### src/rtl/fpu_normalize.sv
// Post-add normalize / round-to-nearest-even / pack stage for single precision.
// Iterative renormalization, one bit per cycle, with valid/ready on both sides.
module fpu_normalize (
    input  logic        clk,
    input  logic        rst_n,
    input  logic        in_valid,
    output logic        in_ready,
    input  logic        in_sign,
    input  logic [7:0]  in_exponent,
    input  logic [24:0] in_mantissa,
    output logic        out_valid,
    input  logic        out_ready,
    output logic [31:0] out_result,
    output logic        out_overflow,
    output logic        out_underflow
);

    localparam int unsigned MW = 25;
    localparam int unsigned EW = 9;
    localparam int unsigned RW = 32;

    typedef enum logic [1:0] {
        IDLE  = 2'd0,
        NORM  = 2'd1,
        ROUND = 2'd2,
        DONE  = 2'd3
    } state_t;

    state_t          state, state_nxt;
    logic [MW-1:0]   m, m_nxt;
    logic [EW-1:0]   e, e_nxt;
    logic            g, g_nxt;
    logic            s, s_nxt;
    logic [RW-1:0]   res_nxt;
    logic            ovf_nxt, unf_nxt;
    logic [MW-1:0]   m_inc, m_adj;
    logic [EW-1:0]   e_adj;

    // State register
    always_ff @(posedge clk or negedge rst_n) begin
        if (!rst_n) begin
            state <= IDLE;
        end else begin
            state <= state_nxt;
        end
    end

    // Next-state logic
    always_comb begin
        state_nxt = state;
        case (state)
            IDLE: begin
                if (in_valid) state_nxt = NORM;
            end
            NORM: begin
                if (m == '0)                      state_nxt = DONE;
                else if (m[24] || m[23])          state_nxt = ROUND;
                else if (e <= EW'(1))             state_nxt = DONE;
            end
            ROUND: state_nxt = DONE;
            DONE: begin
                if (out_ready) state_nxt = IDLE;
            end
            default: state_nxt = IDLE;
        endcase
    end

    // Datapath and result next-values
    always_comb begin
        m_nxt   = m;
        e_nxt   = e;
        g_nxt   = g;
        s_nxt   = s;
        res_nxt = out_result;
        ovf_nxt = out_overflow;
        unf_nxt = out_underflow;

        // Round on the guard bit; a tie (lsb 0) truncates to even.
        m_inc = m + MW'(g & m[0]);
        if (m_inc[24]) begin
            m_adj = {1'b0, m_inc[24:1]};
            e_adj = EW'(e + EW'(1));
        end else begin
            m_adj = m_inc;
            e_adj = e;
        end

        case (state)
            IDLE: begin
                if (in_valid) begin
                    m_nxt = in_mantissa;
                    e_nxt = {1'b0, in_exponent};
                    s_nxt = in_sign;
                    g_nxt = 1'b0;
                end
            end
            NORM: begin
                if (m == '0) begin
                    res_nxt = {s, 31'h0};
                    ovf_nxt = 1'b0;
                    unf_nxt = 1'b0;
                end else if (m[24]) begin
                    g_nxt = m[0];
                    m_nxt = {1'b0, m[24:1]};
                    e_nxt = EW'(e + EW'(1));
                end else if (!m[23]) begin
                    if (e <= EW'(1)) begin
                        res_nxt = {s, 31'h0};
                        ovf_nxt = 1'b0;
                        unf_nxt = 1'b1;
                    end else begin
                        m_nxt = {m[23:0], 1'b0};
                        e_nxt = EW'(e - EW'(1));
                    end
                end
            end
            ROUND: begin
                m_nxt   = m_adj;
                e_nxt   = e_adj;
                g_nxt   = 1'b0;
                unf_nxt = 1'b0;
                if (e_adj >= EW'(255)) begin
                    res_nxt = {s, 8'hFF, 23'h0};
                    ovf_nxt = 1'b1;
                end else begin
                    res_nxt = {s, e_adj[7:0], m_adj[22:0]};
                    ovf_nxt = 1'b0;
                end
            end
            default: ;
        endcase
    end

    // Working and output registers; handshake flags track the next state.
    always_ff @(posedge clk or negedge rst_n) begin
        if (!rst_n) begin
            m             <= '0;
            e             <= '0;
            g             <= 1'b0;
            s             <= 1'b0;
            in_ready      <= 1'b1;
            out_valid     <= 1'b0;
            out_result    <= '0;
            out_overflow  <= 1'b0;
            out_underflow <= 1'b0;
        end else begin
            m             <= m_nxt;
            e             <= e_nxt;
            g             <= g_nxt;
            s             <= s_nxt;
            in_ready      <= (state_nxt == IDLE);
            out_valid     <= (state_nxt == DONE);
            out_result    <= res_nxt;
            out_overflow  <= ovf_nxt;
            out_underflow <= unf_nxt;
        end
    end

endmodule
### config.mk
export PLATFORM = sky130hd
export DESIGN_NAME = fpu_normalize
export DESIGN_NICKNAME = d
export VERILOG_FILES = /design/src/rtl/fpu_normalize.sv
export SDC_FILE = /design/constraint.sdc
export NUM_CORES = 1
export LEC_CHECK = 0
export ABC_AREA = 1
export BUFFER_PORTS_ARGS = -buffer_cell sky130_fd_sc_hd__buf_4
export CAP_MARGIN = 20
export CORE_UTILIZATION = 30
export CTS_BUF_LIST = sky130_fd_sc_hd__clkbuf_8 sky130_fd_sc_hd__clkbuf_16
export DETAILED_ROUTE_END_ITERATION = 10
export HOLD_SLACK_MARGIN = 0.15
export SETUP_SLACK_MARGIN = 0.4
export SYNTH_ARGS = -nofsm -noshare
export SYNTH_HDL_FRONTEND = slang
export SYNTH_SLANG_ARGS = --single-unit
export TNS_END_PERCENT = 1
### constraint.sdc
create_clock -name clk -period 3.12 [get_ports clk]
set_clock_uncertainty 0.2 [all_clocks]
set_input_delay 0.312 -clock clk [delete_from_list [all_inputs] [get_ports clk]]
set_output_delay 0.312 -clock clk [all_outputs]
set_load 0.01 [all_outputs]
==> out/metrics.yaml, run 1 <==
floorplanning:
  row_count: 49
  core_area_um2: 18200
  start_util_pct: 31.0
  die_y_um: 139
  io_pins: 74
  die_area_um2: 19400
  die_width_um: 139
sta:
  rsz0062_at_grt: "true"
  min_period_ns: 2.60
  slew_headroom_pct: 53.0
  setup_viol: 0
  min_period_over_period_pct: 83.4
  finalMaxSlewViolations: 0
  whs_ns: 0.171
  worstMarginPinSlew_ns: 0.700
  fmax_ghz: 0.384
  hold_violations: 0
  tns_ns: 0
cts:
  cts_sinks: 74
  clk_pin_slew_ns: 0.06
  cts_made_buffers: 9
  clock_path_buffers: 2
  cts_tree: "built"
  clk_latency_ns: 0.35
  root_buffer: "clkbuf_16"
  htree_levels: 3
cells_and_area:
  drive_above_1_share_pct: 17.2
  fin_nets: 1026
  syn_to_final_growth_pct: 27.7
  final_util_pct: 39.6
  num-fill-cells: 1949
  antenna_cells: 0
global_route:
  antenna_found_initial: 0
  grt_max_degree: 75
  grt.total_usage_pct: 20.4
  grt_pass1_wl_mm: 31.2
  grt_pass1_vias: 5996
  gr-total-overflow: 0
logic_synthesis:
  yosys.cell_types.count: 32
  synth_warnings: 0
  synth_edf_count: 0
  synth_area_per_cell_um2: 6.42
  yosys.area.top_type: "dfrtp_1"
  ys_async_sr_fraction_pct: 100
  synthTopCellsByArea: "dfrtp_1 (32%), nand2_1 (20%), nor2_1 (8.2%), nand3_1 (6.8%), inv_1 (3.9%)"
  synth-main-ff-cell: "dfrtp_1"
  synth_seq_cells: 74
  synthesis.area_um2: 5650
  synth_most_common_cell: "nand2_1"
  syn_inst: 880
  ys_seq_area_share_pct: 32.8
  synthTopCellsByCount: "nand2_1 (308), nor2_1 (123), nand3_1 (77)"
  synth_nets: 928
  synth_top_cell_area_share_pct: 32.3
status:
  violations: "design-rule violations"
  status: "finished, violations left"
drt:
  firstDrtPassIters: 8
  drtIter0Drc: 416
  viasPerCell: 5.06
  wl_per_cell_um: 15.9
  routed_wl_mm: 19.2
  dr.max_layer_used: "met4"
  wl_met3_mm: 1.14
  wl_met1_mm: 8.50
  drc: 5
  vias: 6133
  final_antenna_net_count: 0
  wl_met2_mm: 8.97
critical_path:
  end_kind: "flip-flop"
  arrival_ns: 2.69
  cp.required_ns: 3.21
  critPathLaunchType: "flip-flop"
  crit_path_max_incr_delay_ns: 0.61
  crit_path_top_delay_cell: "nor3_1"
  worstPathCellList: "inv_1 > nor3_1 > nand2_1 > nor2_1 > nand2_1 > nand2_1 > nand2_1 > nand2_1 > nand3_1 > nor2_1 > nand3_2 > nand2_1"
  critPathMostFrequentCell: "nand2_1"
  worstSetupPathType: "reg2reg"
  path_max_fanout: 6
job:
  maxCapViolations: 0
place:
  io_buffers: 73
  routabilityCongestion: 0.957
  post-dp-hpwl_mm: 13.7
power:
  p_leak_nw: 3.55
  power.density_nw_per_um2: 1070
  ir_worst_vdd_v: 0.000483
worst_hold_path:
  holdCritPathClass: "in2reg"
## cells by family (layout without fill, tap and decap cells)
kind of cell / count (synthesis) / in the layout / synth area share [%]
simple gates: 585 / 588 / 45.5
buf+inv: 110 / 210 / 8.30
flops: 74 / 74 / 32.8
fa+ha+maj: 10 / 10 / 2.21
xor+xnor: 23 / 23 / 3.57
compound gates: 78 / 78 / 7.62
## registers in the layout, summed over array words and instances (netlist names)
signal,count
out_result,32
out_overflow,1
m,25
e,9
in_ready,1
s,1
out_underflow,1
out_valid,1
g,1
state,2
## cell type report
| class | instances | area [um2] | area share, % |
|---|---|---|---|
| clock buffer | 10 | 239 | 3.31 |
| clock inverter | 6 | 41.3 | 0.572 |
| inverter | 62 | 233 | 3.23 |
| multi-input combinational | 699 | 3420 | 47.5 |
| sequential | 74 | 1850 | 25.7 |
| tap | 229 | 287 | 3.97 |
| timing repair buffer | 132 | 1140 | 15.8 |
## timing repair
| item | in CTS | in global routing |
|---|---|---|
| buffers inserted | 2 | 2 |
| pin swaps | 4 | 5 |
| gates resized for setup | 8 | 10 |
| hold endpoints to repair | 106 | 0 |
| setup endpoints to repair | 55 | 56 |
| hold buffers | 33 | 0 |
| cloned | 2 | 1 |
## critical path: cells and delay by family, from the launching register on
kind / cells / cell delay, ns
buf+inv: 1 / 0.15
flops: 1 / 0.45
simple gates: 11 / 1.74
## worst paths after layout
| kind | slack [ns] | to | depth (start not counted) | start |
|---|---|---|---|---|
| min in group asynchronous | 0.21 | m[16] | 2 | rst_n |
| worst max register to register | 0.52 | out_result[21] | 12 | m[5] |
| max in group asynchronous | 1.88 | in_ready | 3 | rst_n |
| worst min register to register | 0.28 | out_result[11] | 2 | out_result[11] |
| worst min-delay path | 0.17 | m[2] | 5 | in_mantissa[2] |
| worst max-delay path | 0.52 | out_result[21] | 12 | m[5] |
## placed cells by master, fill, tap and decap left out, types with 9 or more instances in the layout
master and count:
nor3_1 16, buf_4 93, xor2_1 22, nand3_1 76, nor2_1 123, nand4_1 24
nand2_1 304, dfrtp_1 73, o21ai_0 42, nand3_2 21, a21oi_1 14, inv_1 57
dlygate4sd3_1 33, clkbuf_16 9, a31oi_1 12
## metal layers
layer  track usage (%)  vias to the layer above
met5                 0                        -
met4              8.65                        0
met3              3.58                       47
met2              34.0                      220
met1              25.8                     2847
li1                  -                     3019
## report_power, final
group | switching, W | internal, W | total, W
Combinational | 0.00301 | 0.00170 | 0.00471
Clock | 0.000434 | 0.000560 | 0.000993
Sequential | 0.000535 | 0.00145 | 0.00198
## through the flow
| stage | worst slack [ns] | cells | total power, W | area (um2) |
|---|---|---|---|---|
| finish | 0.519 | 1212 | 0.00769 | 7210 |
| global route | 0.362 | 1212 | 0.00842 | 7210 |
| global placement | 0.334 | 1155 | 0.00650 | 6420 |
| CTS | 0.402 | 1208 | 0.00770 | 7140 |
| detailed placement | 0.188 | 1155 | 0.00654 | 6420 |
| floorplan | 0.680 | 880 | 0.00501 | 5650 |
(Power assumes the default switching activity.)
==> run 2, diff against run 1 <==
- clock period: 3.12 -> 2.3 ns (I/O delays scaled with it)
==> run 2 against run 1 <==
Effect of this change:
- the flow finishes with violations (design-rule violations, negative setup slack)
- fmax rose by 11%
- critical endpoint is now out_result[3]
- design area rose by 15%
- sequential share of layout area fell by 3.3 points
==> out/metrics.yaml, run 2 (same netlist as run 1, synthesis figures left out) <==
status:
  status: "finished, violations left"
  violations: "design-rule violations, negative setup slack"
place:
  io_buffers: 73
  post-dp-hpwl_mm: 14.9
  routabilityCongestion: 0.940
  post-place-ws_ns: -0.0413
power:
  combPwrFrac_pct: 67.4
  p_total_w: 0.0122
  seqPwrFrac_pct: 20.4
  internal_power_w: 0.00621
  clkPwrFrac_pct: 12.2
  power.density_nw_per_um2: 1470
  p_sw_share_pct: 49.1
  ir_worst_vdd_v: 0.000604
  switchingPower_w: 0.00598
  p_leak_nw: 4.12
cells_and_area:
  fin_nets: 1122
  largest_reg_flops: 32
  antenna_cells: 0
  drive_above_1_share_pct: 28.7
  layout_commonest_cell: "nand2_1"
  register_area_um2: 1860
  num-fill-cells: 1853
  final_cell_mix: "nand2_1 (293), buf_4 (174), nor2_1 (108), dfrtp_1 (70), nand3_1 (65)"
  top_regs: "out_result x32, m x25, e x9"
  syn_to_final_growth_pct: 47.0
  top_register: "out_result"
  multiInputGateArea_um2: 3580
  final_util_pct: 45.6
floorplanning:
  die_y_um: 139
  core_area_um2: 18200
  die_area_um2: 19400
  die_width_um: 139
  row_count: 49
  io_pins: 74
  start_util_pct: 31.0
worst_hold_path:
  hold_depth: 6
  holdCritPathClass: "in2reg"
  min_from: "out_ready"
  holdPathEnd: "state[1]"
sta:
  fmax_ghz: 0.429
  min_period_ns: 2.33
  worstMarginPinSlew_ns: 0.544
  setup_viol: 20
  rsz0062_at_grt: "true"
  timing.final.ws_setup_ns: -0.0336
  hold_violations: 0
  min_period_over_period_pct: 101
  slew_headroom_pct: 63.8
  finalMaxSlewViolations: 0
  whs_ns: 0.110
critical_path:
  critPathLaunchType: "flip-flop"
  worstSetupPathType: "reg2reg"
  regToRegStartpoint: "m[10]"
  end_kind: "flip-flop"
  worstPathCellList: "nand2_2 > nor2_4 > nand2_2 > nor2_4 > nand2_2 > nand2_4 > buf_12 > nand3_1 > nand2_1 > nand2_2 > nor2_4 > nand2_4 > buf_12 > nand3_2 > nand2_1"
  arrival_ns: 2.38
  critPathMostFrequentCell: "nand2_2"
  cp.required_ns: 2.34
  r2r_cells: 15
  path_max_fanout: 8
  crit_path_max_incr_delay_ns: 0.42
  crit_path_top_delay_cell: "dfrtp_1"
  timing.rr.end: "out_result[3]"
  worst-r2r-setup-slack_ns: -0.03
drt:
  firstDrtPassIters: 8
  vias: 6575
  final_antenna_net_count: 0
  viasPerCell: 5.03
  drc: 4
  drtIter0Drc: 451
  wl_per_cell_um: 16.2
  routed_wl_mm: 21.1
global_route:
  grt_pass1_vias: 6509
  gr-total-overflow: 0
  grt.total_usage_pct: 22.1
  grt_max_degree: 43
  antenna_found_initial: 0
  grt_pass1_wl_mm: 33.6
cts:
  htree_levels: 3
  cts_sinks: 74
  cts_made_buffers: 9
  clk_pin_slew_ns: 0.07
  clk_latency_ns: 0.36
  clock_path_buffers: 2
  root_buffer: "clkbuf_16"
  cts_tree: "built"
job:
  maxCapViolations: 0
[run 2: changes by cell type in the layout (fill, tap and decap cells not counted), sizes merged]
cell	change
buf	+91
bufinv	+1
clkbuf	+2
clkinv	+2
clkinvlp	-2
dlygate4sd3	+4
nand2	-2
[run 2: worst max-delay path by stage]
stage	from	to	slack (ns)	cells past startpoint
after global placement	m[4]	m[13]	-0.05	12
final	m[10]	out_result[3]	-0.03	15
after global routing	g	out_result[11]	-0.16	18
after detailed placement	m[10]	out_result[4]	-0.04	15
after CTS	m[0]	out_result[4]	0.01	18
after floorplan	g	out_result[10]	0.05	19
[run 2: cell type report]
class	count	share of cell area (%)
multi-input cells	697	43.0
repair buffers	230	24.6
flip-flops and latches	74	22.4
well taps	229	3.45
inverters	62	2.86
clock buffers	9	2.71
clock inverters	7	0.934
[run 2: routing by layer]
layer / global-route usage (%) / vias to the layer above / wire (um)
li1: - / 3212 / -
met5: 0 / - / 0
met3: 4.20 / 50 / 964
met2: 37.3 / 184 / 10300
met4: 9.30 / 0 / 742
met1: 27.5 / 3129 / 9160
[run 2: power groups by stage]
stage / Clock (W) / Sequential [W] / Combinational (W)
CTS: 0.00152 / 0.00247 / 0.00764
global route: 0.00159 / 0.00256 / 0.00907
detailed placement: 0 / 0.00249 / 0.00734
finish: 0.00149 / 0.00248 / 0.00821
floorplan: 0 / 0.00256 / 0.00428
global placement: 0 / 0.00250 / 0.00730
[run 2: repair_timing]
action,in CTS,in global routing
hold endpoints to repair,112,0
resized for setup,20,50
buffers inserted,16,1
pin swaps,11,18
hold buffers,37,0
gates cloned,2,4
endpoints found under the setup margin,72,73
[run 2: stage by stage]
step | cells | setup TNS [ns] | instance area [um2]
floorplan | 880 | 0 | 5700
global placement | 1232 | -0.124 | 7120
CTS | 1303 | 0 | 8040
finish | 1308 | -0.359 | 8310
global route | 1308 | -7.94 | 8310
detailed placement | 1232 | -0.596 | 7120
[run 2: worst max-delay path: cells and delay by family (launching register included)]
| family | cells | cell delay (ns) |
|---|---|---|
| simple gates | 13 | 1.29 |
| flops | 1 | 0.42 |
| buf+inv | 2 | 0.31 |
==> run 3, diff against run 2 <==
- SKIP_LAST_GASP: default -> 1
==> run 3 against run 2 <==
Effect of this change:
- the run still ends with design-rule violations, negative setup slack left
- via count fell by 0.26%
- power fell by 0.61%
- final cell count did not move
- setup slack improved by 0.0084 ns
- design area fell by 0.59%
- critical path depth did not move
- critical endpoint unchanged
- largest cell class unchanged
- largest power group unchanged
- highest routed layer unchanged
==> out/metrics.yaml, run 3 (same netlist as run 1, synthesis figures left out) <==
sta:
  slew_headroom_pct: 63.9
  min_period_ns: 2.33
  setup_viol: 17
  tns_ns: -0.209
  fmax_ghz: 0.430
  min_period_over_period_pct: 101
  timing.final.ws_setup_ns: -0.0252
  worstMarginPinSlew_ns: 0.541
  rsz0062_at_grt: "true"
  finalMaxSlewViolations: 0
  hold_violations: 0
place:
  post-dp-hpwl_mm: 14.9
  io_buffers: 73
  placed_area_um2: 7120
  post-place-ws_ns: -0.0413
  routabilityCongestion: 0.940
cells_and_area:
  final_cell_mix: "nand2_1 (294), buf_4 (174), nor2_1 (111), dfrtp_1 (70), nand3_1 (67)"
  register_area_um2: 1860
  final_util_pct: 45.4
  largest_reg_flops: 32
  num-fill-cells: 1860
  top_register: "out_result"
  layout_commonest_cell: "nand2_1"
  multiInputGateArea_um2: 3540
  drive_above_1_share_pct: 28.0
  fin_nets: 1122
  stdcell_area_um2: 8260
  syn_to_final_growth_pct: 46.1
  antenna_cells: 0
  top_regs: "out_result x32, m x25, e x9"
drt:
  firstDrtPassIters: 8
  vias: 6558
  final_antenna_net_count: 0
  drc: 4
  wl_per_cell_um: 16.0
  viasPerCell: 5.01
  routed_wl_mm: 21.0
  drtIter0Drc: 539
global_route:
  antenna_found_initial: 0
  grt.total_usage_pct: 22.1
  grt_pass1_wl_mm: 33.6
  grt_pass1_vias: 6509
  gr-total-overflow: 0
  grt_max_degree: 43
cts:
  htree_levels: 3
  clock_path_buffers: 2
  root_buffer: "clkbuf_16"
  cts_sinks: 74
  clk_latency_ns: 0.35
  clk_pin_slew_ns: 0.07
  cts_made_buffers: 9
  cts_tree: "built"
status:
  violations: "design-rule violations, negative setup slack"
  status: "finished, violations left"
critical_path:
  end_kind: "flip-flop"
  r2r_cells: 15
  path_max_fanout: 8
  worstSetupPathType: "reg2reg"
  timing.rr.end: "out_result[3]"
  critPathLaunchType: "flip-flop"
  arrival_ns: 2.37
  regToRegStartpoint: "m[10]"
  worst-r2r-setup-slack_ns: -0.03
  cp.required_ns: 2.34
worst_hold_path:
  holdPathEnd: "state[1]"
  hold_depth: 6
  min_from: "out_ready"
  holdCritPathClass: "in2reg"
power:
  p_leak_nw: 4.09
  p_total_w: 0.0121
  power.density_nw_per_um2: 1470
  ir_worst_vdd_v: 0.000606
floorplanning:
  core_area_um2: 18200
  die_y_um: 139
  die_area_um2: 19400
  start_util_pct: 31.0
  die_width_um: 139
  row_count: 49
  io_pins: 74
job:
  maxCapViolations: 0
[run 3: cell type report]
| type | count | share of cell area, % |
|---|---|---|
| well taps | 229 | 3.47 |
| repair buffers | 230 | 24.7 |
| inverters | 62 | 2.88 |
| flip-flops and latches | 74 | 22.5 |
| clock inverters | 7 | 0.939 |
| multi-input cells | 697 | 42.8 |
| clock buffers | 9 | 2.73 |
[run 3: power breakdown]
part / internal (W) / switching (W) / leakage [nW]
combinational: 0.00336 / 0.00478 / 3.00
clock: 0.000849 / 0.000640 / 0.146
sequential: 0.00197 / 0.000511 / 0.952
[run 3: worst max-delay path: stages (launching register included)]
cell and delay [ns]:
dfrtp_1 0.42, nand2_2 0.11, nor2_4 0.16, nand2_2 0.09, nor2_4 0.12, nand2_2 0.09
nand2_4 0.11, buf_12 0.13, nand3_1 0.06, nand2_1 0.10, nand2_2 0.07, nor2_4 0.14
nand2_4 0.13, buf_12 0.18, nand3_2 0.05, nand2_1 0.05
[run 3: worst max path at each step]
stage | startpoint | endpoint | slack [ns] | cells after the start
after floorplan | g | out_result[10] | 0.05 | 19
after detailed placement | m[10] | out_result[4] | -0.04 | 15
final | m[10] | out_result[3] | -0.03 | 15
after CTS | m[0] | out_result[4] | 0.01 | 18
after global placement | m[4] | m[13] | -0.05 | 12
after global routing | g | out_result[11] | -0.15 | 18
[run 3: metrics by stage]
stage	hold WS, ns	cells
finish	0.189	1308
global route	0.246	1308
CTS	0.195	1303
detailed placement	0.0477	1232
global placement	0.0429	1232
floorplan	-0.266	880
[run 3: per-layer routing]
metal  track usage (%)  wire length [um]  up-vias
met5                 0                 0        -
met4              9.30               750        0
met3              4.20              1160       49
met2              37.3             10200      183
met1              27.5              8890     3110
li1                  -                 -     3216
[run 3: what timing repair did]
item                                   in CTS  in global routing
gates resized for setup                    20                 37
hold buffers                               37                  0
setup endpoints to repair                  72                 73
buffers inserted                           16                  1
endpoints found under the hold margin     112                  0
pin swaps                                  11                 15
cloned                                      2                  4
